<file path="src/rtl/axis_pkt_arbiter.sv">
// Packet-level round-robin arbiter: NUM_SRC AXI4-Stream sources share one engine port.
// The grant locks for a whole packet, and packets are split at MAX_BEATS beats.
module axis_pkt_arbiter #(
  parameter int NUM_SRC            = 4,
  parameter int C_AXIS_TDATA_WIDTH = 32,
  parameter int MAX_BEATS          = 8,
  parameter int CNT_WIDTH          = 16
) (
  input  logic                                   AXIS_ACLK,
  input  logic                                   AXIS_ARESETN,
  input  logic [NUM_SRC-1:0]                     S_AXIS_TVALID,
  output logic [NUM_SRC-1:0]                     S_AXIS_TREADY,
  input  logic [NUM_SRC*C_AXIS_TDATA_WIDTH-1:0]  S_AXIS_TDATA,
  input  logic [NUM_SRC*C_AXIS_TDATA_WIDTH/8-1:0] S_AXIS_TSTRB,
  input  logic [NUM_SRC-1:0]                     S_AXIS_TLAST,
  output logic                                   M_AXIS_TVALID,
  input  logic                                   M_AXIS_TREADY,
  output logic [C_AXIS_TDATA_WIDTH-1:0]          M_AXIS_TDATA,
  output logic [C_AXIS_TDATA_WIDTH/8-1:0]        M_AXIS_TSTRB,
  output logic                                   M_AXIS_TLAST,
  output logic [$clog2(NUM_SRC)-1:0]             grant_idx,
  output logic                                   busy,
  output logic [CNT_WIDTH-1:0]                   pkt_count
);

  localparam int W      = C_AXIS_TDATA_WIDTH;
  localparam int SW     = C_AXIS_TDATA_WIDTH / 8;
  localparam int IDX_W  = $clog2(NUM_SRC);
  localparam int BEAT_W = (MAX_BEATS > 1) ? $clog2(MAX_BEATS) : 1;
  localparam logic [BEAT_W-1:0] LAST_BEAT = BEAT_W'(MAX_BEATS - 1);

  typedef enum logic [0:0] {
    IDLE = 1'b0,
    SEND = 1'b1
  } state_t;

  state_t             state_r;
  state_t             state_s;
  logic [IDX_W-1:0]   grant_r;
  logic [IDX_W-1:0]   grant_s;
  logic [BEAT_W-1:0]  beat_cnt_r;
  logic [CNT_WIDTH-1:0] pkt_count_r;
  logic               send_s;
  logic               xfer_s;
  logic               pkt_done_s;

  // First requester after 'last', wrapping modulo NUM_SRC; 'last' itself is checked last.
  function automatic logic [IDX_W-1:0] rr_pick(input logic [NUM_SRC-1:0] req,
                                               input logic [IDX_W-1:0]   last);
    logic [IDX_W-1:0] pick;
    logic             found;
    int               idx;
    pick  = last;
    found = 1'b0;
    for (int off = 1; off <= NUM_SRC; off++) begin
      idx   = (int'(last) + off) % NUM_SRC;
      pick  = (!found && req[idx]) ? IDX_W'(idx) : pick;
      found = found | req[idx];
    end
    return pick;
  endfunction

  // State and grant register
  always_ff @(posedge AXIS_ACLK or negedge AXIS_ARESETN) begin
    if (!AXIS_ARESETN) begin
      state_r <= IDLE;
      grant_r <= IDX_W'(NUM_SRC - 1);
    end else begin
      state_r <= state_s;
      grant_r <= grant_s;
    end
  end

  // Next-state and arbitration decision
  always_comb begin
    state_s = state_r;
    grant_s = grant_r;
    case (state_r)
      IDLE: begin
        if (|S_AXIS_TVALID) begin
          state_s = SEND;
          grant_s = rr_pick(S_AXIS_TVALID, grant_r);
        end else begin
          state_s = IDLE;
        end
      end
      SEND: begin
        if (pkt_done_s) begin
          state_s = IDLE;
        end else begin
          state_s = SEND;
        end
      end
      default: begin
        state_s = IDLE;
      end
    endcase
  end

  // Zero-latency steering; everything is held quiet during reset and in IDLE
  always_comb begin
    send_s        = AXIS_ARESETN && (state_r == SEND);
    M_AXIS_TDATA  = S_AXIS_TDATA[int'(grant_r)*W +: W];
    M_AXIS_TSTRB  = S_AXIS_TSTRB[int'(grant_r)*SW +: SW];
    if (send_s) begin
      M_AXIS_TVALID = S_AXIS_TVALID[grant_r];
      M_AXIS_TLAST  = S_AXIS_TLAST[grant_r] | (beat_cnt_r == LAST_BEAT);
      S_AXIS_TREADY = NUM_SRC'(M_AXIS_TREADY) << grant_r;
    end else begin
      M_AXIS_TVALID = 1'b0;
      M_AXIS_TLAST  = 1'b0;
      S_AXIS_TREADY = {NUM_SRC{1'b0}};
    end
    xfer_s     = M_AXIS_TVALID & M_AXIS_TREADY;
    pkt_done_s = xfer_s & M_AXIS_TLAST;
  end

  // Beat counter drives the forced TLAST; packet counter wraps naturally
  always_ff @(posedge AXIS_ACLK or negedge AXIS_ARESETN) begin
    if (!AXIS_ARESETN) begin
      beat_cnt_r  <= {BEAT_W{1'b0}};
      pkt_count_r <= {CNT_WIDTH{1'b0}};
    end else begin
      if (state_r == IDLE || pkt_done_s) begin
        beat_cnt_r <= {BEAT_W{1'b0}};
      end else if (xfer_s) begin
        beat_cnt_r <= beat_cnt_r + BEAT_W'(1);
      end else begin
        beat_cnt_r <= beat_cnt_r;
      end
      if (pkt_done_s) begin
        pkt_count_r <= pkt_count_r + CNT_WIDTH'(1);
      end else begin
        pkt_count_r <= pkt_count_r;
      end
    end
  end

  assign grant_idx = grant_r;
  assign busy      = (state_r == SEND);
  assign pkt_count = pkt_count_r;

endmodule

</file>
<file path="config.mk">
export PLATFORM = sky130hd
export DESIGN_NAME = axis_pkt_arbiter
export DESIGN_NICKNAME = d
export VERILOG_FILES = /design/src/rtl/axis_pkt_arbiter.sv
export SDC_FILE = /design/constraint.sdc
export NUM_CORES = 1
export LEC_CHECK = 0
export ABC_AREA = 0
export CAP_MARGIN = 20
export CORE_ASPECT_RATIO = 0.75
export CORE_MARGIN = 10
export CORE_UTILIZATION = 31
export DETAILED_ROUTE_END_ITERATION = 12
export PLACE_DENSITY = 0.82
export SLEW_MARGIN = 30
export SYNTH_ARGS = -nofsm -noshare
export SYNTH_HDL_FRONTEND = slang
export SYNTH_SLANG_ARGS = --single-unit
</file>
<file path="constraint.sdc">
create_clock -name AXIS_ACLK -period 2.4 [get_ports AXIS_ACLK]
set_clock_uncertainty 0.1 [all_clocks]
set_input_delay 0.36 -clock AXIS_ACLK [delete_from_list [all_inputs] [get_ports AXIS_ACLK]]
set_output_delay 0.36 -clock AXIS_ACLK [all_outputs]
set_load 0.05 [all_outputs]
</file>
==> qor.txt, run 1 <==
Area grow syn2layout: 101%
Synthesized area: 2300 sq um
Ys Warns: 0
CP delay by family, top: flip-flops
DR vias/cell: 4.96
Detailed Route Iter0 Violations: 91
Syn Nets: 342
Max_cap viols: 0
Largest cells by area after synthesis: mux4_2 36%, dfrtp_1 22%, xor2_1 5.7%
Clk root buf: clkbuf_8
GRT overflow: 0
Syn Area/Cell: 12.5 sq um
Area of placed instances: 4560 sq um
Critical Path End Type: output port
Hold WC Path Type: input port to asynchronous set/reset pin
Worst-Skew Late Latency: 0.27 ns
Post-cts resize count: 0
Hold Fails Final Rpt: 0
Flop2flop setup slack: 0.36 ns
GRT Overall Usage: 0.172
Worst Tran Pin Value: 0.540 ns
Vias in the first global route: 2683
CTS Buf Count: 3
Clk sinks: 22
Hold-fix buffers, CTS: 0
Post-synthesis sequential area ratio: 0.240
Vias: 2477
Layout cells sized above 1: 0.302
Routed length per instance: 21.1 um
Multi-input logic area: 1630 sq um
Clock Pin Slew Worst Setup and Hold Paths: 0.08 ns
Power, Total: 4.71 mW
Largest net degree at the start of global routing: 27
Setup CP Type: register to output port
Maximum vdd drop: 0.554 mV
F_max: 427 MHz
Buf/Inv on CP: 1
Fin crit share: 0.977
Count of cell types in the netlist: 46
Power density over the cells: 1020 nW/um^2
Relative slew slack: 0.639
Max clock buf depth: 2
CTS H-tree lvls: 1
Routed Antenna Nets: 0
Initial core utilization: 0.315
Final instance area: 4610 sq um
Port bufs: 215
Die height: 94.6 um
Register bit total from synthesis: 22
DRT Pass-1 Iters: 4
CP peak stage delay: 0.64 ns
Mapped Cells: 184
Ant diodes: 0
Synth top area share: 0.362
Core area: 7300 sq um
Setup Fix Bufs, Post-CTS: 1
Chip Width: 119 um
Crit-path slowest cell: dfstp_2
Final net count: 557
Crit path arrival time: 1.88 ns
Num ports: 216
Global-route wire length before repair: 15.6 mm
Die area: 11300 sq um
Slew Limit Fails: 0
PnR worst setup slack: 0.0563 ns
Critical-path cell list: mux4_2 -> nor2b_1 -> buf_12
Pre-CTS setup slack: 0.211 ns
Startpoint Class: register
WP data required: 1.94 ns
Final setup fails: 0
CTS tree: done
DP HPWL: 9.18 mm
Final wirelength: 10.5 mm
Worst-path maximum fanout: 5
RSZ-0062 raised after global routing: false
Row count: 27
Area leader, netlist: mux4_2
Status: complete, no violations
Fin Hold WS: 0.233 ns
Reg area: 553 sq um
RePlAce Congestion: 0.868
Post-layout minimum cycle time: 2.34 ns
Initial antenna violation count: 0
Filler Cell Count: 599
Residual DRC count: 0
P_leak: 1.85 nW
[worst paths after layout]
check,from,end,cells past startpoint
worst max register to register,grant_idx[1],pkt_count[1],4
max in group asynchronous,AXIS_ARESETN,beat_cnt_r[2],2
min in group AXIS_ACLK,pkt_count[15],pkt_count[15],1
worst min-delay path,AXIS_ARESETN,busy,1
worst min register to register,pkt_count[15],pkt_count[15],1
worst max-delay path,grant_idx[1],M_AXIS_TVALID,3
[stage by stage]
stage / utilization / cells / setup TNS, ns
floorplan: - / 184 / -0.162
global placement: 0.625 / 494 / 0
detailed placement: 0.625 / 494 / 0
CTS: 0.632 / 499 / 0
global route: 0.632 / 499 / 0
finish: 0.632 / 499 / 0
[synth_stat cells (all sizes together)]
cell and n:
and2 2, nand3 10, nor2b 2, nand4 3, and3 4, mux2 1, o31ai 1, a32oi 1
nor3b 3, xnor2 1, a22o 1, buf 15, mux4 37, nor3 11, and3b 1, clkbuf 2
a21boi 3, xor2 15, and4 2, inv 3, a21bo 1, nand2 10, nand2b 3, a21oi 4
dfrtp 20, a22oi 1, nor4 4, o21ai 2, dfstp 2, nor2 8, nand3b 1, ha 3
o21bai 1, o2111ai 1, nor4b 2, mux2i 3
[worst register-to-register path, stage by stage (launching register included)]
cell,delay [ns]
dfstp_2,0.64
mux4_2,0.62
nand2_8,0.21
nor2_4,0.07
mux2_4,0.29
[state kept, by name, summed over array words and instances, names as in the netlist]
signal and flops:
pkt_count 16, grant_idx 2, beat_cnt_r 3, busy 1
[layout by cell type (no fill, tap or decap), types with 2 or more instances in the layout]
master | netlist | routed
nor4_2 | 4 | 4
and4_1 | 2 | 2
xor2_1 | 15 | 15
and2_1 | 2 | 2
a21oi_1 | 4 | 4
dfstp_2 | 2 | 2
nor3_1 | 4 | 4
buf_4 | 0 | 47
a21boi_1 | 2 | 2
nor2b_1 | 2 | 2
and3_1 | 3 | 3
clkdlybuf4s50_1 | 0 | 171
nand2b_1 | 3 | 3
mux4_2 | 37 | 37
nand3_1 | 10 | 10
nand2_1 | 8 | 8
inv_1 | 3 | 3
o21ai_0 | 2 | 2
mux2i_1 | 3 | 3
nor3b_1 | 3 | 2
nand4_1 | 3 | 3
dfrtp_1 | 20 | 20
ha_1 | 3 | 3
nor3_2 | 7 | 7
nor2_1 | 7 | 5
clkbuf_8 | 0 | 3
nor2_2 | 0 | 2
buf_12 | 1 | 9
[power by group]
part / switching [mW] / internal, mW / total [mW]
sequential: 0.101 / 0.449 / 0.550
clock: 0.123 / 0.119 / 0.241
combinational: 2.32 / 1.60 / 3.92
total: 2.54 / 2.17 / 4.71
[logic make-up after synthesis]
| logic type | synth area share |
|---|---|
| AND/OR/NAND/NOR | 0.197 |
| multiplexers | 0.382 |
| flip-flops | 0.240 |
| buffers and inverters | 0.0538 |
| AO/OA/AOI/OAI | 0.0500 |
| XOR/XNOR | 0.0609 |
| adder cells (fa/ha/maj) | 0.0163 |
[layout make-up]
type	instances	share of cell area
Inverter	3	0.00244
Sequential cell	22	0.120
Tap cell	101	0.0274
Timing Repair Buffer	227	0.486
Multi-Input combinational cell	142	0.354
Clock buffer	4	0.00976
[metal layers]
metal / GRT usage / up-vias / wire length [um]
met4: 0.0230 / 0 / 106
met3: 0.0465 / 10 / 719
li1: - / 1161 / -
met2: 0.315 / 119 / 5570
met5: 0 / - / 0
met1: 0.202 / 1187 / 4120
Power figures use the tool's default switching activity.
==> run 2, diff against run 1 <==
--- a/config.mk
+++ b/config.mk
@@ -11,6 +11,7 @@
 export CORE_MARGIN = 10
 export CORE_UTILIZATION = 31
 export DETAILED_ROUTE_END_ITERATION = 12
+export HOLD_SLACK_MARGIN = 0.06
 export PLACE_DENSITY = 0.82
 export SLEW_MARGIN = 30
 export SYNTH_ARGS = -nofsm -noshare
==> results of run 2 <==
Final layout, timing and power as in run 1 (identical DEF).
